$ cat config.mk
export PLATFORM = sky130hd
export DESIGN_NAME = hazard_ctrl_unit
export DESIGN_NICKNAME = d
export VERILOG_FILES = /design/src/rtl/ctrl_pkg.sv /design/src/rtl/ctrl_decode.sv /design/src/rtl/hazard_ctrl_unit.sv
export SDC_FILE = /design/constraint.sdc
export NUM_CORES = 1
export LEC_CHECK = 0
export ABC_CLOCK_PERIOD_IN_PS = 3800
export CORE_MARGIN = 5
export CORE_UTILIZATION = 51
export DETAILED_ROUTE_END_ITERATION = 7
export MAX_ROUTING_LAYER = met4
export PLACE_DENSITY = 0.85
export SYNTH_ARGS = -nofsm -noshare
export SYNTH_HDL_FRONTEND = slang
export SYNTH_SLANG_ARGS = --single-unit
$ cat constraint.sdc
create_clock -name i_clk -period 3.8 [get_ports i_clk]
set_clock_uncertainty 0.1 [all_clocks]
set_input_delay 0.95 -clock i_clk [delete_from_list [all_inputs] [get_ports i_clk]]
set_output_delay 0.95 -clock i_clk [all_outputs]
set_load 0.03 [all_outputs]
$ cat src/rtl/ctrl_pkg.sv
// ctrl_pkg: shared decode constants and the ID/EX control word.
// Holds the 5-bit opcode values, the writeback-select encodings, and the
// packed control word that ctrl_decode produces and hazard_ctrl_unit registers.
package ctrl_pkg;

  localparam logic [4:0] OP_R     = 5'b01100;
  localparam logic [4:0] OP_I     = 5'b00100;
  localparam logic [4:0] OP_LD    = 5'b00000;
  localparam logic [4:0] OP_ST    = 5'b01000;
  localparam logic [4:0] OP_BR    = 5'b11000;
  localparam logic [4:0] OP_JAL   = 5'b11011;
  localparam logic [4:0] OP_JALR  = 5'b11001;
  localparam logic [4:0] OP_LUI   = 5'b01101;
  localparam logic [4:0] OP_AUIPC = 5'b00101;

  localparam logic [1:0] WB_LD  = 2'd0;  // load data
  localparam logic [1:0] WB_ALU = 2'd1;  // ALU result
  localparam logic [1:0] WB_PC4 = 2'd2;  // PC+4

  typedef struct packed {
    logic       rd_wren;
    logic       mem_wren;
    logic       op_a_sel;
    logic       op_b_sel;
    logic       br_unsigned;
    logic       jmp_sel;
    logic       is_branch;
    logic [1:0] wb_sel;
  } ctrl_word_t;

endpackage

$ cat src/rtl/ctrl_decode.sv
// ctrl_decode: combinational decode of the ID-stage instruction.
// Ports:
//   instr_i     in  WIDTH  instruction in ID
//   ctrl_o      out        decoded control word (all zero for undefined opcodes)
//   rs1_used_o  out  1     instruction reads rs1
//   rs2_used_o  out  1     instruction reads rs2
//   rd_o, rs1_o, rs2_o out 5 register address fields
module ctrl_decode
  import ctrl_pkg::*;
#(
  parameter int WIDTH = 32
) (
  input  logic [WIDTH-1:0] instr_i,
  output ctrl_word_t       ctrl_o,
  output logic             rs1_used_o,
  output logic             rs2_used_o,
  output logic [4:0]       rd_o,
  output logic [4:0]       rs1_o,
  output logic [4:0]       rs2_o
);

  assign rd_o  = instr_i[11:7];
  assign rs1_o = instr_i[19:15];
  assign rs2_o = instr_i[24:20];

  // Fields not needed for control or interlock decisions.
  logic unused_bits;
  assign unused_bits = &{1'b0, instr_i[WIDTH-1:25], instr_i[14], instr_i[12], instr_i[1:0]};

  always_comb begin
    ctrl_o     = '0;
    rs1_used_o = 1'b0;
    rs2_used_o = 1'b0;
    unique case (instr_i[6:2])
      OP_R: begin
        ctrl_o.rd_wren = 1'b1;
        ctrl_o.wb_sel  = WB_ALU;
        rs1_used_o     = 1'b1;
        rs2_used_o     = 1'b1;
      end
      OP_I: begin
        ctrl_o.rd_wren  = 1'b1;
        ctrl_o.op_b_sel = 1'b1;
        ctrl_o.wb_sel   = WB_ALU;
        rs1_used_o      = 1'b1;
      end
      OP_LD: begin
        ctrl_o.rd_wren  = 1'b1;
        ctrl_o.op_b_sel = 1'b1;
        ctrl_o.wb_sel   = WB_LD;
        rs1_used_o      = 1'b1;
      end
      OP_ST: begin
        ctrl_o.mem_wren = 1'b1;
        ctrl_o.op_b_sel = 1'b1;
        ctrl_o.wb_sel   = WB_PC4;
        rs1_used_o      = 1'b1;
        rs2_used_o      = 1'b1;
      end
      OP_BR: begin
        ctrl_o.is_branch   = 1'b1;
        ctrl_o.op_a_sel    = 1'b1;
        ctrl_o.op_b_sel    = 1'b1;
        ctrl_o.wb_sel      = WB_PC4;
        ctrl_o.br_unsigned = instr_i[13];  // funct3[1] selects BLTU/BGEU
        rs1_used_o         = 1'b1;
        rs2_used_o         = 1'b1;
      end
      OP_JAL: begin
        ctrl_o.rd_wren  = 1'b1;
        ctrl_o.op_a_sel = 1'b1;
        ctrl_o.op_b_sel = 1'b1;
        ctrl_o.wb_sel   = WB_PC4;
        ctrl_o.jmp_sel  = 1'b1;
      end
      OP_JALR: begin
        ctrl_o.rd_wren  = 1'b1;
        ctrl_o.op_b_sel = 1'b1;
        ctrl_o.wb_sel   = WB_PC4;
        ctrl_o.jmp_sel  = 1'b1;
        rs1_used_o      = 1'b1;
      end
      OP_LUI: begin
        ctrl_o.rd_wren  = 1'b1;
        ctrl_o.op_b_sel = 1'b1;
        ctrl_o.wb_sel   = WB_ALU;
      end
      OP_AUIPC: begin
        ctrl_o.rd_wren  = 1'b1;
        ctrl_o.op_a_sel = 1'b1;
        ctrl_o.op_b_sel = 1'b1;
        ctrl_o.wb_sel   = WB_ALU;
      end
      default: ;
    endcase
  end

endmodule

$ cat src/rtl/hazard_ctrl_unit.sv
// hazard_ctrl_unit: ID-stage decode, RAW interlock and ID/EX control register.
// Ports:
//   i_clk, i_rst_n          clock, asynchronous active-low reset
//   instruction, id_valid   instruction in ID and its valid flag
//   br_taken                EX instruction redirects the PC
//   stall, flush_if_id      combinational pipeline control
//   ex_*                    registered control word at the ID/EX boundary
//   stall_cnt               saturating count of stall cycles
module hazard_ctrl_unit
  import ctrl_pkg::*;
#(
  parameter int WIDTH     = 32,
  parameter int HAZ_DEPTH = 3,
  parameter int CNT_W     = 16
) (
  input  logic             i_clk,
  input  logic             i_rst_n,
  input  logic [WIDTH-1:0] instruction,
  input  logic             id_valid,
  input  logic             br_taken,
  output logic             stall,
  output logic             flush_if_id,
  output logic             ex_valid,
  output logic             ex_rd_wren,
  output logic             ex_mem_wren,
  output logic             ex_op_a_sel,
  output logic             ex_op_b_sel,
  output logic             ex_br_unsigned,
  output logic             ex_jmp_sel,
  output logic             ex_is_branch,
  output logic [1:0]       ex_wb_sel,
  output logic [4:0]       ex_rd_addr,
  output logic [CNT_W-1:0] stall_cnt
);

  ctrl_word_t dec_ctrl;
  logic       rs1_used, rs2_used;
  logic [4:0] rd, rs1, rs2;

  ctrl_decode #(.WIDTH(WIDTH)) u_decode (
    .instr_i    (instruction),
    .ctrl_o     (dec_ctrl),
    .rs1_used_o (rs1_used),
    .rs2_used_o (rs2_used),
    .rd_o       (rd),
    .rs1_o      (rs1),
    .rs2_o      (rs2)
  );

  // Scoreboard: entry 0 is the instruction now in EX, the last entry is the
  // oldest write not yet visible to a register-file read in ID.
  logic [HAZ_DEPTH-1:0]      sb_vld_q, sb_vld_d;
  logic [HAZ_DEPTH-1:0][4:0] sb_rd_q,  sb_rd_d;

  ctrl_word_t        ex_ctrl_q, ex_ctrl_d;
  logic              ex_valid_q, ex_valid_d;
  logic [4:0]        ex_rd_q, ex_rd_d;
  logic [CNT_W-1:0]  cnt_q, cnt_d;

  logic rs1_hit, rs2_hit, hazard, issue;

  always_comb begin
    rs1_hit = 1'b0;
    rs2_hit = 1'b0;
    for (int k = 0; k < HAZ_DEPTH; k++) begin
      if (sb_vld_q[k] && (sb_rd_q[k] == rs1)) rs1_hit = 1'b1;
      if (sb_vld_q[k] && (sb_rd_q[k] == rs2)) rs2_hit = 1'b1;
    end
  end

  // x0 never creates a dependency even if an entry somehow held it.
  assign hazard = id_valid & ((rs1_used & rs1_hit & (rs1 != 5'd0)) |
                              (rs2_used & rs2_hit & (rs2 != 5'd0)));
  // A redirect discards ID, so it masks the stall rather than holding ID.
  assign stall       = hazard & ~br_taken;
  assign flush_if_id = br_taken;
  assign issue       = id_valid & ~hazard & ~br_taken;

  always_comb begin
    sb_vld_d    = '0;
    sb_rd_d     = '0;
    sb_vld_d[0] = issue & dec_ctrl.rd_wren & (rd != 5'd0);
    sb_rd_d[0]  = sb_vld_d[0] ? rd : 5'd0;
    for (int k = 1; k < HAZ_DEPTH; k++) begin
      sb_vld_d[k] = sb_vld_q[k-1];
      sb_rd_d[k]  = sb_rd_q[k-1];
    end
  end

  always_comb begin
    ex_ctrl_d  = '0;
    ex_valid_d = 1'b0;
    ex_rd_d    = 5'd0;
    if (issue) begin
      ex_ctrl_d  = dec_ctrl;
      ex_valid_d = 1'b1;
      ex_rd_d    = rd;
    end
  end

  assign cnt_d = (stall && (cnt_q != {CNT_W{1'b1}})) ? cnt_q + 1'b1 : cnt_q;

  always_ff @(posedge i_clk or negedge i_rst_n) begin
    if (!i_rst_n) begin
      sb_vld_q   <= '0;
      sb_rd_q    <= '0;
      ex_ctrl_q  <= '0;
      ex_valid_q <= 1'b0;
      ex_rd_q    <= 5'd0;
      cnt_q      <= '0;
    end else begin
      sb_vld_q   <= sb_vld_d;
      sb_rd_q    <= sb_rd_d;
      ex_ctrl_q  <= ex_ctrl_d;
      ex_valid_q <= ex_valid_d;
      ex_rd_q    <= ex_rd_d;
      cnt_q      <= cnt_d;
    end
  end

  assign ex_valid       = ex_valid_q;
  assign ex_rd_wren     = ex_ctrl_q.rd_wren;
  assign ex_mem_wren    = ex_ctrl_q.mem_wren;
  assign ex_op_a_sel    = ex_ctrl_q.op_a_sel;
  assign ex_op_b_sel    = ex_ctrl_q.op_b_sel;
  assign ex_br_unsigned = ex_ctrl_q.br_unsigned;
  assign ex_jmp_sel     = ex_ctrl_q.jmp_sel;
  assign ex_is_branch   = ex_ctrl_q.is_branch;
  assign ex_wb_sel      = ex_ctrl_q.wb_sel;
  assign ex_rd_addr     = ex_rd_q;
  assign stall_cnt      = cnt_q;

endmodule
After elaboration in Yosys (flattened, before gate mapping):

Index checks and enable logic that the tools add are counted.
Widths: inputs -> output; s select.

* $add $sub $neg: 1
* bitwise operators: 13
* reductions and logical operators: 19
* mux-type cells: 20
* equal/unequal tests: 15

Operator list (count)
* $eq 5x5->1: 6
* $add 16x1->16 const B: 1
* $mux 1: 16
* $ne 16x16->1 const B: 1
* $eq 5x4->1 const B: 3
* $eq 5x5->1 const B: 3
* $reduce_bool 5->1: 3
* $and 1x1->1: 10
* $eq 5x3->1 const B: 2
* $mux 5: 2
* $mux 9: 1
* $reduce_or 4->1: 2
* $reduce_or 8->1: 1
* $logic_and 1x1->1: 7
* $reduce_or 7->1: 1
* $reduce_or 3->1: 2
* $reduce_or 6->1: 1
* $logic_not 5->1: 1
* $pmux 2 s2: 1
* $not 1->1: 2
* $reduce_or 2->1: 1
* $or 1x1->1: 1

* output and inout bits: 33
* register bits: 49

Longest topological paths before layout:

* depth in word-level cells: 15
* depth in mapped cells: 8
* mapped depth without buffers: 7

Cells and area by module:

From an unflattened synthesis, not the netlist that was laid out.

* cells, all modules: 213
* area, all modules: 2408.6 µm²

Modules (own cells, without submodules)
* hazard_ctrl_unit: area an instance 2143.3 µm², cells an instance 173, times used 1
* ctrl_decode: area an instance 265.3 µm², cells an instance 40, times used 1

Worst setup path after synthesis:

OpenSTA, ideal clock, no wires.

* path kind: input to output
* start: input port instruction[21]
* end: output port stall
* slack: 442 ps
* required time: 2750 ps
* stages on the path: 6
* data arrival time: 2308 ps
* cells stage by stage: or4_1 -> nor2_1 -> nor4_1 -> a22o_4 -> buf_2 -> and2_1

* cells in the longest elaborated chain, start to end: 10
* elaborated cells between the ends (all ways): 15
* classes of those cells: 3 x eq/ne; 3 x mux; 5 x bitwise; 4 x reduce/logical

Ends and longest elaborated chain
* start: declaration: RTL line hazard_ctrl_unit.sv:18 `input logic [WIDTH-1:0] instruction,`
* $eq 5x5->1: RTL line hazard_ctrl_unit.sv:67 `if (sb_vld_q[k] && (sb_rd_q[k] == rs2)) rs2_hit = 1'b1;`
* $logic_and 1x1->1: RTL line hazard_ctrl_unit.sv:67
* $mux 1 (3 in a row): RTL line hazard_ctrl_unit.sv:67
* $and 1x1->1: RTL line hazard_ctrl_unit.sv:73 `(rs2_used & rs2_hit & (rs2 != 5'd0)));`
* $and 1x1->1 *: RTL line hazard_ctrl_unit.sv:73
* $or 1x1->1 *: RTL line hazard_ctrl_unit.sv:72 `assign hazard = id_valid & ((rs1_used & rs1_hit & (rs1 != 5'd0)) |`
* $and 1x1->1 *: RTL line hazard_ctrl_unit.sv:72
* $and 1x1->1 *: RTL line hazard_ctrl_unit.sv:75 `assign stall = hazard & ~br_taken;`
* end: declaration: RTL line hazard_ctrl_unit.sv:21 `output logic stall,`

Every way passes the cells marked *; elsewhere a longest branch is shown, timed or not.

Worst setup path after layout:

* start: input port instruction[24]
* end: output port stall

The elaborated chain is that of the path after synthesis.

==> results.py <==
metrics = {
    "floorplan": {
        "die-height_um": 77.7,
        "fp-row-count": 24,
        "io_pins": 69,
        "die_area_um2": 6040,
        "start_util": 0.530,
        "die_x_um": 77.7,
        "core_area_um2": 4410,
    },
    "yosys": {
        "syn_avg_cell_area_um2": 11.2,
        "synth-seq-cells": 49,
        "ys_warn_count": 0,
        "synth_top_area_share": 0.524,
        "synthTopCellsByArea": "dfrtp_1, xor2_1, xnor2_1",
        "yosysMostFrequentCell": "dfrtp_1",
        "syn_nets": 245,
        "syn-cell-area_um2": 2340,
        "synth_cell_types": 35,
        "ys.flop_type": "dfrtp_1",
        "netlist_instances": 208,
        "yosysSeqAreaShare": 0.524,
        "yosys-top-cells-count": "dfrtp_1, xor2_1, nand3_1, xnor2_1, and2_1",
        "synth_top_cell_by_area": "dfrtp_1",
        "async_reset_ff_frac": 1.00,
        "synth_edf_count": 0,
    },
    "grt": {
        "grt_overflow_total": 0,
        "antenna_found_initial": 0,
        "grt_pass1_wl_um": 8950,
        "grt_usage": 0.190,
        "grt_pass1_vias": 1811,
        "grt_start_max_net_pins": 50,
    },
    "critical_path": {
        "slowest_stage": "or4_4",
        "arrival_ps": 2700,
        "slowest_delay_ps": 560,
        "worst_ep_required_time_ps": 2750,
        "critPathBufInv": 2,
        "path_cells": "clkdlybuf4s50_1, or4_4, nor2_4, nor4_1, a22o_4, and2_1, buf_4",
        "critPathKind": "input pin to output port",
        "crit_family": "simple AND/OR/NAND/NOR gates",
        "cp-start-kind": "input pin",
        "crit_fanout": 2,
        "cp-end-kind": "output port",
    },
    "clock_tree": {
        "cts_htree_levels": 2,
        "clock-root-buffer": "clkbuf_8",
        "insertion_delay_ps": 300,
        "clock_path_buffers": 2,
        "cts_buffers": 5,
        "clock_sinks": 49,
        "post_cts_buffers": 0,
        "cts_tree": "done",
        "cts_hold_buf": 0,
        "clk_pin_slew_worst_paths_ps": 80,
    },
    "timing": {
        "max_freq_ghz": 0.267,
        "worstMarginPinSlew_ps": 1050,
        "rsz0062_at_grt": "false",
        "layout_min_cycle_time_ps": 3750,
        "finalHoldViolations": 0,
        "drv_slew": 0,
        "finalCritPeriodShare": 0.986,
        "slew_headroom": 0.303,
        "setup_viol": 0,
        "holdWs_ps": 314,
    },
    "run": {
        "drv_cap": 0,
    },
    "placed_design": {
        "placed_cell_area_um2": 3030,
        "port_buffers": 57,
        "hpwlAfterDp_um": 4040,
        "place.gp.congestion": 0.912,
    },
    "power_and_ir_drop": {
        "p_leak_nw": 1.49,
        "finalPower_mw": 0.962,
        "p_per_area_nw_per_um2": 306,
        "ir_drop_mv": 0.188,
    },
    "layout": {
        "drive_above_1_share": 0.128,
        "fin_area_um2": 3150,
        "area_delta_synth_final_pct": 34.6,
        "n_antenna_cell": 0,
        "nNetsFinal": 318,
        "n_fill_cell": 340,
    },
    "drt": {
        "remaining_drc_errors": 0,
        "avgRoutedWirePerCell_um": 16.1,
        "drt_iter0_drc": 122,
        "postRouteAntennaNets": 0,
        "wl_um": 5370,
        "drt_pass1_iterations": 4,
        "vias": 1830,
        "avgViaCountPerCell": 5.50,
    },
    "status": {
        "status": "finished clean",
    },
    "min_path": {
        "hold_class": "flop to flop",
    },
}
layout by cell type, fill, tap and decap left out, types with 2 or more instances in the layout:
cell             count
nand3_2              2
dfrtp_1             49
dlymetal6s2s_1       2
nand2_1              6
or4_1                2
inv_1                2
nand4_1              2
xor2_1              24
a21oi_1              3
nor3_1               5
and3_1              12
and4_1               2
clkdlybuf4s50_1     53
o21ai_0              2
nor2_1               8
nor2_4               2
clkbuf_8             6
buf_4               18
xnor2_1             21
and2_1              13
nor4_1               7
nand3_1             19
a31oi_1              4
layer usage:
layer  global-route usage  vias up  routed length [um]
li1                     -      868                   -
met1                0.249      888                2360
met2                0.297       65                2670
met3               0.0370        9                 262
met4               0.0619        0                  73
met5                    -        -                   0
power by group:
| group | internal [mW] | leakage (nW) | switching [mW] |
|---|---|---|---|
| sequential | 0.529 | 0.678 | 0.00506 |
| clock | 0.144 | 0.0433 | 0.161 |
| combinational | 0.0594 | 0.772 | 0.0648 |
final timing paths:
kind | startpoint | to | slack (ps) | depth (start not counted)
worst max register to register | stall_cnt[0] | stall_cnt[1] | 1630 | 6
worst min register to register | sb_vld_q[1] | sb_vld_q[2] | 310 | 0
max in group asynchronous | i_rst_n | sb_rd_d[14] | 2230 | 1
worst min-delay path | sb_vld_q[1] | sb_vld_q[2] | 310 | 0
worst max-delay path | instruction[24] | stall | 50 | 7
min in group asynchronous | i_rst_n | ex_valid | 730 | 1
logic make-up after synthesis:
kind of cell    Yosys count  share of synthesized area
xor+xnor                 45                      0.168
fa+ha+maj                 1                    0.00535
mux                       1                    0.00481
buf+inv                  10                     0.0326
simple gates             88                      0.216
compound gates           14                     0.0492
flops                    49                      0.524
layout make-up:
| class | count | area, um^2 | share of cell area |
|---|---|---|---|
| sequential | 49 | 1230 | 0.389 |
| multi-input combinational | 149 | 1060 | 0.338 |
| timing repair buffer | 74 | 696 | 0.221 |
| clock buffer | 6 | 82.6 | 0.0262 |
| tap | 52 | 65.1 | 0.0207 |
| clock inverter | 1 | 7.51 | 0.00238 |
| inverter | 2 | 7.51 | 0.00238 |
per-stage QoR:
stage / cells / setup TNS (ps) / setup slack (ps) / utilization
2_1_floorplan: 208 / 0 / 442 / -
3_3_place_gp: 326 / -408 / -408 / 0.686
3_5_place_dp: 326 / -457 / -457 / 0.686
4_1_cts: 333 / 0 / 8.04 / 0.708
5_1_grt: 333 / 0 / 3.10 / 0.713
6_report: 333 / 0 / 54.2 / 0.713
timing repair:
action | 4_1_cts | 5_1_grt
endpoints found under the setup margin | 1 | 1
pin swaps | 1 | 6
resized for setup | 8 | 7
registers in the layout, indices dropped and copies added, names as in the netlist:
name and count:
stall_cnt 16, sb_rd_d 10, ex_rd_addr 5, sb_rd_q 5, sb_vld_q 3, ex_wb_sel 2, ex_br_unsigned 1, ex_is_branch 1
ex_jmp_sel 1, ex_mem_wren 1, ex_op_a_sel 1, ex_op_b_sel 1, ex_rd_wren 1, ex_valid 1
(Power assumes the default switching activity.)
